### src/rtl/aux_input_conditioner_if.sv
// Board-input bundle: raw switch/button levels in, conditioned level and edge pulses out.
interface aux_input_conditioner_if #(
    parameter int unsigned NBit = 16
);
    logic [NBit-1:0] raw;
    logic [NBit-1:0] level;
    logic [NBit-1:0] rise;
    logic [NBit-1:0] fall;

    modport master (output raw, input level, rise, fall);
    modport slave  (input raw, output level, rise, fall);
endinterface

### src/rtl/aux_input_conditioner.sv
// Per-bit 2-FF synchronizer, tick-based debouncer and rise/fall pulse generator.
// Optional rise auto-repeat while held: `define AUX_INPUT_AUTOREPEAT_EN.
module aux_input_conditioner #(
    parameter int unsigned NBit         = 16,
    parameter int unsigned TickCnt      = 50_000,
    parameter int unsigned StableCnt    = 8,
    parameter int unsigned RepeatDelay  = 500,
    parameter int unsigned RepeatPeriod = 100
) (
    input logic                    clk,
    input logic                    rst_n,
    aux_input_conditioner_if.slave bus
);
    localparam int unsigned PW = (TickCnt > 1) ? $clog2(TickCnt) : 1;
    localparam int unsigned CW = $clog2(StableCnt) + 1;

    if (TickCnt < 1 || StableCnt < 1 || RepeatDelay < 1 || RepeatPeriod < 1) begin : g_bad_cfg
        $error("aux_input_conditioner: TickCnt, StableCnt, RepeatDelay, RepeatPeriod must be >= 1");
    end

    logic [NBit-1:0] s1, s2;
    logic [NBit-1:0] level, rise, fall;
    logic [PW-1:0]   pcnt;
    logic [CW-1:0]   cnt [NBit];
    logic            tick_c;
    logic [NBit-1:0] accept_c;
    logic [NBit-1:0] rep_hit_c;

    assign bus.level = level;
    assign bus.rise  = rise;
    assign bus.fall  = fall;

    assign tick_c = (pcnt == PW'(TickCnt - 1));

    // Debounce sample-rate prescaler.
    always_ff @(posedge clk) begin
        if (!rst_n) begin
            pcnt <= '0;
        end else if (tick_c) begin
            pcnt <= '0;
        end else begin
            pcnt <= pcnt + PW'(1);
        end
    end

    always_comb begin
        accept_c = '0;
        for (int i = 0; i < int'(NBit); i++) begin
            accept_c[i] = tick_c && (s2[i] != level[i]) && (cnt[i] == CW'(StableCnt - 1));
        end
    end

`ifdef AUX_INPUT_AUTOREPEAT_EN
    localparam int unsigned RMax = (RepeatDelay > RepeatPeriod) ? RepeatDelay : RepeatPeriod;
    localparam int unsigned RW   = $clog2(RMax + 1);

    logic [RW-1:0]   rep [NBit];
    logic [NBit-1:0] phase;

    // phase=0: waiting out the initial delay; phase=1: periodic repeats.
    always_comb begin
        rep_hit_c = '0;
        for (int i = 0; i < int'(NBit); i++) begin
            rep_hit_c[i] = tick_c && level[i] && !accept_c[i] &&
                           (rep[i] == (phase[i] ? RW'(RepeatPeriod - 1) : RW'(RepeatDelay - 1)));
        end
    end

    always_ff @(posedge clk) begin
        if (!rst_n) begin
            phase <= '0;
            for (int i = 0; i < int'(NBit); i++) begin
                rep[i] <= '0;
            end
        end else begin
            for (int i = 0; i < int'(NBit); i++) begin
                if (!level[i] || accept_c[i]) begin
                    rep[i]   <= '0;
                    phase[i] <= 1'b0;
                end else if (tick_c) begin
                    if (rep_hit_c[i]) begin
                        rep[i]   <= '0;
                        phase[i] <= 1'b1;
                    end else begin
                        rep[i] <= rep[i] + RW'(1);
                    end
                end
            end
        end
    end
`else
    assign rep_hit_c = '0;
`endif

    // Synchronizer, stability counters and registered level/pulse outputs.
    always_ff @(posedge clk) begin
        if (!rst_n) begin
            s1    <= '0;
            s2    <= '0;
            level <= '0;
            rise  <= '0;
            fall  <= '0;
            for (int i = 0; i < int'(NBit); i++) begin
                cnt[i] <= '0;
            end
        end else begin
            s1   <= bus.raw;
            s2   <= s1;
            rise <= (accept_c & s2) | rep_hit_c;
            fall <= accept_c & ~s2;
            if (tick_c) begin
                for (int i = 0; i < int'(NBit); i++) begin
                    if (s2[i] == level[i] || accept_c[i]) begin
                        cnt[i] <= '0;
                    end else begin
                        cnt[i] <= cnt[i] + CW'(1);
                    end
                    if (accept_c[i]) begin
                        level[i] <= s2[i];
                    end
                end
            end
        end
    end
endmodule

### src/flat_wrapper.sv
// flat-port wrapper written by rule: the top's interface ports become plain ports
module aux_input_conditioner_flat 
#(
    parameter int unsigned NBit         = 16,
    parameter int unsigned TickCnt      = 50_000,
    parameter int unsigned StableCnt    = 8,
    parameter int unsigned RepeatDelay  = 500,
    parameter int unsigned RepeatPeriod = 100
)
  (clk, rst_n, bus_raw, bus_level, bus_rise, bus_fall);
  aux_input_conditioner_if #(.NBit(NBit)) bus_i ();
  input logic clk;
  input logic rst_n;
  input wire logic [$bits(bus_i.raw)-1:0] bus_raw;
  output wire logic [$bits(bus_i.level)-1:0] bus_level;
  output wire logic [$bits(bus_i.rise)-1:0] bus_rise;
  output wire logic [$bits(bus_i.fall)-1:0] bus_fall;
  assign bus_i.raw = bus_raw;
  assign bus_level = bus_i.level;
  assign bus_rise = bus_i.rise;
  assign bus_fall = bus_i.fall;
  aux_input_conditioner #(.NBit(NBit), .TickCnt(TickCnt), .StableCnt(StableCnt), .RepeatDelay(RepeatDelay), .RepeatPeriod(RepeatPeriod)) u_core (.clk(clk), .rst_n(rst_n), .bus(bus_i));
endmodule
### config.mk
export PLATFORM = sky130hd
export DESIGN_NAME = aux_input_conditioner_flat
export DESIGN_NICKNAME = d
export VERILOG_FILES = /design/src/rtl/aux_input_conditioner_if.sv /design/src/rtl/aux_input_conditioner.sv /design/src/flat_wrapper.sv
export SDC_FILE = /design/constraint.sdc
export NUM_CORES = 1
export LEC_CHECK = 0
export CAP_MARGIN = 30
export CORE_MARGIN = 3
export CORE_UTILIZATION = 25
export DETAILED_ROUTE_END_ITERATION = 12
export HOLD_SLACK_MARGIN = 0.03
export PLACE_DENSITY_LB_ADDON = 0.05
export SLEW_MARGIN = 5
export SYNTH_ARGS = -nofsm -noshare
export SYNTH_HDL_FRONTEND = slang
export SYNTH_SLANG_ARGS = --single-unit
### constraint.sdc
create_clock -name clk -period 2.9 [get_ports clk]
set_input_delay 0.435 -clock clk [delete_from_list [all_inputs] [get_ports clk]]
set_output_delay 0.435 -clock clk [all_outputs]
set_load 0.005 [all_outputs]
==> run summary <==
The number of cells on the critical path came out at 6. The total iterations of the first detailed-routing run was 4. The synthesized flop and latch total was 160. The die is 168 um tall.

Summed over all layers, the global routing overflow is 0. The tool flagged a number of max-cap violations equal to 0. Setup repair after global routing left no endpoint under its margin. The worst hold path depth was 1. The startpoint kind of the worst setup timing path was a flip-flop. The number of CTS-inserted buffers is 17, and the number of resized instances in the post-cts repair step is 0. Counting along the longest clock path gives a buffer depth of 2. The floorplan step defined a core boundary enclosing 25500 sq um.

The worst hold slack after final layout came out at 0.433 ns. Detailed routing inserted a total of 4270 vias. In this run the count of I/O pins placed on the die edge is 66. Number of remaining DRC errors: 0. Per report_power, the combinational group accounts for 3.9% of the total. The setup path with the least slack is of type reg -> reg. The via density per instance was 4.35; the register area share after synthesis was 58.3%. The internal portion of the total power is 3.96 mW.

Traced cell by cell, the critical path runs through ha_1, nand3_1, and4b_1, nand2_2, buf_4, nor4b_1. The clock-pin slew reported for the worst setup and hold paths after clock tree synthesis is 0.06 ns, and the CTS sink count is 160. The number of core rows was 58; the post-DP HPWL was 8530 um. The run gives 0 as the number of hold violations in the final report. The number of cells on the worst reg-to-reg path was 6; the highest net fanout along the worst path was 15. The area growth from synthesis to layout is 25.4%. Critical path's slowest cell: sky130_fd_sc_hd__dfxtp_1. The most frequent standard cell in the layout excluding fill and tap cells was sky130_fd_sc_hd__dfxtp_1.

A synthesized cell averages 11.7 sq um. The detail route stage leaves a number of antenna-violating nets equal to 0. For the switching power of the nets, the log shows 1.05 mW. Buffers inserted to repair hold after CTS numbered 0. The count of buffering cells on the critical path with inverters included was 1. The sort of element at the end of the critical path is a flip-flop. The floorplan die area was 28400 sq um; the setup TNS was 0 ns.

Entering global routing, the biggest net connects 83 pins. The number of unique standard cell types used by synthesis is 29, and the slew at the pin closest to its max-slew limit is 0.483 ns. At the worst endpoint, the required time is 3.21 ns. The logs give 13700 um for the final routed wirelength across all metal layers and 5.02 mW for the total power. Synthesis produced a netlist whose cell count is 566. For the worst setup path, the data arrival time is 2.43 ns. The port buffer count works out to 65. The CTS root buffer is sky130_fd_sc_hd__clkbuf_16. TritonCTS built the clock tree. Power spread over the standard cell area amounts to 606 nW/um^2. The H-tree was split into 4 levels. The relative slew slack was 67.7%. For this configuration, the core starts out at a cell density of 25.8%.

Yosys printed 0 warnings. The logs give 0.42 ns for the clock insertion delay at the later pin of the skew report and 0 for the antenna cell count. Counting every net in the synthesized netlist gives 601. The tools report the count of final max-slew check failures as 0.

Overall global routing resource usage: 10.0%. For this run, the slowest stage of the critical path takes 0.37 ns. Per report_power, the clock group accounts for 47.1% of the total. Across the VDD grid, the largest voltage drop is 0.299 mV.

In the final design database the tool counted 673 nets. The first global-routing pass estimated 22700 um of wire. The run gives 4318 as the number of global-route vias before repair.

In the final routed layout, each cell accounts on average for 14.0 um. The final-report setup violation count was 0; the cell area after technology mapping was 6600 sq um. Once the clock tree was built, the setup fixing pass inserted 0 buffers. The weighted congestion at the end of routability-driven global placement came out at 0.713. The sequential group share of total power was 49.0%. Share of the clock period used by the worst path after layout: 73.0%.

The detailed router finished its first iteration with 178 violations. The final core utilization was 32.4%; the setup slack of the critical path after layout was 0.784 ns. Subtracting the final worst setup slack from the clock period gives 2.12 ns. The run finished with clean final reports. In the layout the commonest cells are 96 x sky130_fd_sc_hd__dfxtp_1, 70 x sky130_fd_sc_hd__nor2_1, 64 x sky130_fd_sc_hd__clkdlybuf4s50_1, 64 x sky130_fd_sc_hd__edfxtp_1, 34 x sky130_fd_sc_hd__inv_1.

The clock tree skew after final layout was 0.00780 ns; the fraction of layout instances using a drive strength above 1 was 8.45%. The switching power share of the total was 21.0%; the x dimension of the die was 168 um. Summed over all cells, the static leakage comes to 2.78 nW. The class of the most critical hold timing path is reg -> reg. The post-placement setup slack is 0.764 ns. For the worst setup slack for register-to-register paths, the log shows 0.78 ns. The upper clock frequency limit came out at 0.472 GHz. Among cell families on the critical path, the largest total delay comes from simple AND/OR/NAND/NOR gates.

For the initial antenna violation count, the log shows 0.
-- synth_stat cells, drive strengths merged --
| library cell | number | area share (%) |
|---|---|---|
| nand4b | 6 | 0.80 |
| inv | 34 | 1.9 |
| nor3b | 7 | 0.80 |
| nand3 | 22 | 1.7 |
| ha | 17 | 3.2 |
| nor2 | 70 | 4.0 |
| dfxtp | 96 | 29 |
| and3 | 2 | 0.19 |
| nor4b | 17 | 2.4 |
| buf | 8 | 0.93 |
| xnor2 | 29 | 3.8 |
| nor4 | 19 | 4.6 |
| and4bb | 2 | 0.38 |
| edfxtp | 64 | 29 |
| nand2 | 24 | 1.4 |
| o211ai | 16 | 1.8 |
| nand4 | 14 | 1.3 |
| nor3 | 9 | 0.68 |
| nand3b | 16 | 1.8 |
| o31ai | 16 | 1.8 |
| and2 | 32 | 3.0 |
| clkbuf | 12 | 0.68 |
| and4b | 1 | 0.15 |
| xor2 | 33 | 4.4 |
-- stage by stage --
stage	area, sq um	cells
after CTS	8280	981
after floorplan	6600	566
final	8280	981
after detailed placement	7660	949
after global placement	7660	949
after global routing	8280	981
-- sequential cells by signal, indices dropped and copies added, names as in the netlist --
signal,cells
u_core.bus.fall,16
u_core.bus.rise,16
u_core.bus.level,16
u_core.cnt,64
u_core.pcnt,16
u_core.s2,16
u_core.s1,16
-- worst register-to-register path, stage by stage (launching register included) --
cell	delay (ns)
sky130_fd_sc_hd__dfxtp_1	0.37
sky130_fd_sc_hd__ha_1	0.25
sky130_fd_sc_hd__nand3_1	0.15
sky130_fd_sc_hd__and4b_1	0.33
sky130_fd_sc_hd__nand2_2	0.29
sky130_fd_sc_hd__buf_4	0.31
sky130_fd_sc_hd__nor4b_1	0.31
-- final cells by class --
type,count,area (sq um)
Fill cell,2568,17300
Sequential cell,160,3840
Multi-Input combinational cell,352,2530
Timing Repair Buffer,73,743
Clock buffer,25,498
Tap cell,330,413
Inverter,34,128
Clock inverter,7,120
-- power by group through the flow --
stage                     Combinational [mW]  Clock [mW]  Sequential [mW]
after global placement                 0.196           0             2.50
after global routing                   0.224        2.55             2.47
final                                  0.196        2.36             2.46
after detailed placement               0.199           0             2.51
after CTS                              0.201        2.46             2.46
after floorplan                        0.139           0             2.49
-- routing by layer --
metal	up-vias	wire length [um]	share of wire, %	track usage [%]
li1	2139	-	-	-
met1	2067	6450	47	12.5
met2	59	6640	49	16.7
met3	5	497	3.6	3.22
met4	0	95	0.69	2.77
met5	-	0	0	0
-- path summary, 6_finish.rpt --
path                        from                  to
setup reg to reg  u_core.pcnt[0]  u_core.bus.fall[9]
hold reg to reg     u_core.s1[5]        u_core.s2[5]
setup / recovery  u_core.pcnt[0]  u_core.bus.fall[9]
hold / removal      u_core.s1[5]        u_core.s2[5]
-- cell families (layout without fill, tap and decap cells) --
kind of cell    Yosys count  in the layout  share of synthesized area, %
simple gates            241            241                          23.1
fa+ha+maj                17             17                          3.22
flops                   160            160                          58.3
buf+inv                  54            139                          3.55
xor+xnor                 62             62                          8.23
compound gates           32             32                          3.64
(Power assumes the default switching activity.)
